$ cat src/rtl/arbiter_2to1.sv
// Two-requester round-robin arbiter driving a shared 2:1 data mux,
// with a single registered output beat under a valid/ready handshake.
module arbiter_2to1 #(
   parameter int WIDTH = 8
) (
   input  logic             clk,
   input  logic             rst_n,
   input  logic             req0_valid,
   input  logic [WIDTH-1:0] req0_data,
   output logic             req0_ready,
   input  logic             req1_valid,
   input  logic [WIDTH-1:0] req1_data,
   output logic             req1_ready,
   output logic             sel,
   output logic             out_valid,
   output logic [WIDTH-1:0] out_data,
   output logic             out_src,
   input  logic             out_ready
);

   typedef enum logic {EMPTY, FULL} state_t;

   state_t state;
   logic   last;
   logic   load;
   logic   gnt_any;
   logic   gnt_idx;

   always_comb begin
      gnt_any = req0_valid | req1_valid;
      // On a tie the requester not served last wins; otherwise the lone valid one.
      gnt_idx = (req0_valid && req1_valid) ? ~last : req1_valid;
      load    = (state == EMPTY) || out_ready;
      sel     = gnt_any ? gnt_idx : last;
      // Readies are forced low while reset is held, even though load is high then.
      req0_ready = rst_n && load && gnt_any && !gnt_idx;
      req1_ready = rst_n && load && gnt_any &&  gnt_idx;
   end

   assign out_valid = (state == FULL);

   always_ff @(posedge clk or negedge rst_n) begin
      if (!rst_n) begin
         state    <= EMPTY;
         out_data <= '0;
         out_src  <= 1'b0;
         last     <= 1'b1;
      end else if (load) begin
         if (gnt_any) begin
            out_data <= gnt_idx ? req1_data : req0_data;
            out_src  <= gnt_idx;
            last     <= gnt_idx;
            state    <= FULL;
         end else begin
            state    <= EMPTY;
         end
      end
   end

endmodule

$ cat config.mk
export PLATFORM = sky130hd
export DESIGN_NAME = arbiter_2to1
export DESIGN_NICKNAME = d
export VERILOG_FILES = /design/src/rtl/arbiter_2to1.sv
export SDC_FILE = /design/constraint.sdc
export NUM_CORES = 1
export LEC_CHECK = 0
export ABC_CLOCK_PERIOD_IN_PS = 1500
export CAP_MARGIN = 10
export CELL_PAD_IN_SITES_DETAIL_PLACEMENT = 1
export CELL_PAD_IN_SITES_GLOBAL_PLACEMENT = 2
export CORE_UTILIZATION = 18
export CTS_CLUSTER_DIAMETER = 100
export DETAILED_ROUTE_END_ITERATION = 10
export PLACE_DENSITY_LB_ADDON = 0.1
export SYNTH_ARGS = -nofsm -noshare
export SYNTH_HDL_FRONTEND = slang
export SYNTH_SLANG_ARGS = --single-unit
$ cat constraint.sdc
create_clock -name clk -period 1.5 [get_ports clk]
set_clock_uncertainty 0.05 [all_clocks]
set_input_delay 0.225 -clock clk [delete_from_list [all_inputs] [get_ports clk]]
set_output_delay 0.225 -clock clk [all_outputs]
set_load 0.01 [all_outputs]
======== Word level (Yosys, flattened, before mapping) ========
Index checks and enable logic that the tools add are counted.
operators by class
  add/sub/neg operators ................... 0
  multiply operators ...................... 0
  divide/modulo/power cells ............... 0
  order comparisons ....................... 0
  equality and inequality tests ........... 0
  shift-type cells ........................ 0
  multiplexer cells ....................... 4
  bitwise gates (word level) .............. 3
  reduce and logical (&&, ||, !) cells .... 8
operators by type and width
  operator             number
  8-bit two-way mux    1
  1-bit logical AND    5
  1-bit two-way mux    3
  1-bit inverter       2
  2-bit AND reduction  1
  1-bit zero test      1
  1-bit logical OR     1
  1-bit bitwise OR     1
word-level totals
  bits in registers ....................... 11
  bits in latches ......................... 0
  memory bits (writable) .................. 0
  memory bits (read-only) ................. 0
  input port bits ......................... 21
  memories kept ........................... 0

======== Longest topological paths before layout ========
  depth after elaboration ................. 5
  gate-level depth with buffers ........... 5
  depth with buffers taken out ............ 3

======== Least setup slack after synthesis ========
No wires, ideal clock.
  kind .................................... register to output
  from .................................... register last
  to ...................................... output req0_ready
  arrival time ............................ 1132 ps
  path slack .............................. 93 ps
  cell stages (with the launch flop) ...... 4
  path through ............................ dfstp_2 -> a21bo_2 -> buf_1 -> and3_1
between the ends
  word-level cells in the longest chain between the ends .. 4
ends and longest elaborated chain
  item                    line  source
  from (decl)             24    logic last;
  from (signal assigned)  52    last <= gnt_idx;
  1-bit inverter          32    gnt_idx = (req0_valid && req1_valid) ? ~last : req1_valid;
  1-bit two-way mux       32
  1-bit zero test         36    req0_ready = rst_n && load && gnt_any && !gnt_idx;
  1-bit logical AND       36
  to (decl)               10    output logic req0_ready,
Every way passes these cells.

======== Worst setup path after layout ========
Ends and elaborated chain as after synthesis.

==> summary.txt <==
Outcome
  – Status: finished with violations
  – Failing checks: design-rule violations, negative setup slack

Final layout
  – Layout cells sized above 1: 22.4%
  – Finished Layout Cells: 138
  – Area Overhead vs Synth: 83.0%
  – Fin nets: 129
  – Register area: 277 um^2
  – Layout filler cell count: 343
  – Commonest non-fill, non-tap cell in the layout: clkdlybuf4s50_1
  – Most frequent cells in the layout: clkdlybuf4s50_1 (27), nand2_1 (17), buf_4 (12)
  – # diodes: 0
  – Multi-input combinational cell area: 253 um^2
  – Post-layout util: 35.7%

Critical path
  – Critical Path AT: 1260 ps
  – Req. time, crit path: 1220 ps
  – Worst setup path category: register to output pin
  – Crit. End Element: output pin
  – Crit-path cells: a21bo_2, and3_4, buf_6
  – Critical path origin: last
  – Critical path's top delay family: flip-flops
  – Crit start category: register
  – Buf/Inv on CP: 1
  – Worst r2r src: last
  – Worst R2R Setup Slack: 270 ps
  – Max stage delay on crit path: 580 ps
  – CP max-delay cell: dfstp_2
  – CP max FO: 5

STA
  – Slew Viols, Final: 0
  – RSZ-0062 raised after global routing: true
  – Setup ws final: -33.1 ps
  – Hold slack final: 299 ps
  – Crit path time final: 1530 ps
  – Final critical-path share of the clock period: 102%
  – Maximum clock rate: 652 MHz
  – Worst Max-Slew Pin Slew: 192 ps
  – Final setup fails: 2
  – Worst slew margin: 87.1%
  – Final Hold Vio Count: 0

GRT
  – First-pass GRT wire length: 2920 um
  – Remaining Overflow, GRT: 0
  – Pin count of the biggest net entering global routing: 10
  – Initial antenna violation count: 0
  – Tot GR Track Use: 11.9%
  – Vias in the first global route: 665

Detailed routing
  – Vias per cell: 4.53
  – Vias: 625
  – # DRC: 3
  – DR pass1 iterations: 7
  – Antenna Nets Post-Route: 0
  – DR iter-0 viols: 16
  – WL final: 1800 um
  – Drt wl/cell: 13.1 um

Synthesis
  – Xor/xnor share of the synthesized area: 0%
  – Syn. warnings: 0
  – Top area cells in the synthesized netlist: dfrtp_1 (45%), nand2_1 (12%), a31oi_1 (10%)
  – Post-synthesis adder-cell area fraction: 0%
  – Synth cell types: 17
  – Multiplexer share of the synthesized area: 0%
  – Synth top area share: 45.4%
  – Syn Area/Cell: 8.90 um^2
  – Syn nets: 83
  – Synth Register Bits: 11
  – Largest family of logic cells by synthesized area: compound AO/OA/AOI/OAI gates
  – Compound-gate portion of the synthesized area: 24.0%
  – Synth Cell Area: 552 um^2
  – Post-synthesis simple-gate area fraction: 19.5%
  – Mapped Cells: 62
  – Synth area leader: dfrtp_1
  – Seq/Total Area, Yosys: 50.1%

Place
  – GP Congestion: 0.674
  – Port Buffers: 33
  – Inst Count DP: 134
  – Dpl ws: -495 ps
  – Dpl hpwl: 1370 um

Power
  – Switching power: 0.000266 W
  – Flop pwr share: 41.5%
  – Cell Int Power: 0.000651 W
  – Pwr/cell area: 908 mW/mm^2
  – Combinational share of power: 36.8%
  – Clk pwr share: 21.8%
  – LEAKAGE: 0.440 nW
  – Worst VDD drop: 0.454 mV
  – Sw Ratio: 29.0%

Floorplanning
  – Num rows: 19
  – Die area: 0.00329 mm^2
  – Initial Utilization: 19.5%
  – Die Y: 57.4 um
  – Die width: 57.4 um
  – # IOs: 34
  – Placeable Area: 0.00283 mm^2

CTS
  – CTS buffer count: 3
  – Worst-Skew Late Latency: 270 ps
  – CTS root buffer: clkbuf_4
  – Setup bufs post-CTS: 0
  – TritonCTS clock tree: done
  – Clock buffer depth: 2
  – Hold Buf Count CTS: 0
  – Worst-path clk slew: 70 ps
  – CTS sink cnt: 11
  – H-tree depth: 1

Worst hold path
  – Worst Hold Class: input port to asynchronous set/reset pin

Job
  – MaxCap Viol Count: 0
==> power by group through the flow <==
stage / Sequential, W / Combinational (W) / Clock, W
floorplan: 0.000403 / 0.000108 / 0
global placement: 0.000386 / 0.000345 / 0
detailed placement: 0.000386 / 0.000349 / 0
CTS: 0.000382 / 0.000344 / 0.000212
global route: 0.000389 / 0.000369 / 0.000222
finish: 0.000380 / 0.000337 / 0.000200
==> cell type report <==
| class | count | area share [%] |
|---|---|---|
| flip-flops and latches | 11 | 27.4 |
| repair buffers | 45 | 40.8 |
| inverters | 1 | 0.372 |
| clock buffers | 4 | 2.60 |
| multi-input cells | 46 | 25.0 |
| well taps | 31 | 3.84 |
==> registers in the layout (all words and copies together) (netlist names) <==
name / cells
out_data: 8
last: 1
out_src: 1
out_valid: 1
==> metal layers <==
layer	vias to the layer above	wire [um]	GRT usage [%]
li1	307	-	-
met1	297	830	15.3
met2	21	877	19.4
met3	0	94	4.08
met4	0	0	2.09
met5	-	0	0
==> cell usage after synthesis <==
| master | number |
|---|---|
| a21boi_2 | 1 |
| dfstp_2 | 1 |
| dfrtp_1 | 10 |
| nand2b_1 | 2 |
| and3_1 | 2 |
| o21ai_1 | 1 |
| a21oi_1 | 10 |
| a21bo_2 | 1 |
| buf_1 | 1 |
| inv_1 | 1 |
| nor2_1 | 1 |
| a31oi_1 | 9 |
| or2_1 | 1 |
| nand2_1 | 17 |
| buf_6 | 2 |
| and2_4 | 1 |
| buf_2 | 1 |
==> worst paths after layout <==
| kind | endpoint | depth (start not counted) |
|---|---|---|
| min | out_data[3] | 2 |
| max in group asynchronous | last | 2 |
| min reg2reg | out_src | 2 |
| max reg2reg | out_data[0] | 4 |
| min in group clk | last | 3 |
| max | req0_ready | 3 |
==> through the flow <==
step	instance area (um^2)	setup TNS (ps)	power, W
final	1010	-36.3	0.000917
after global routing	1010	-152	0.000980
after CTS	1010	-73.9	0.000939
after detailed placement	980	-1580	0.000735
after global placement	980	-1380	0.000731
after floorplan	552	0	0.000511
==> kinds of logic after synthesis <==
family,Yosys count
AO/OA/AOI/OAI,22
flip-flops,11
AND/OR/NAND/NOR,24
buffers and inverters,5
==> timing repair <==
action | 4_1_cts | 5_1_grt
endpoints found under the hold margin | 0 | 0
pin swaps | 3 | 1
setup endpoints to repair | 3 | 3
gates resized for setup | 17 | 1
No activity file was read; power rests on OpenSTA's default activity.
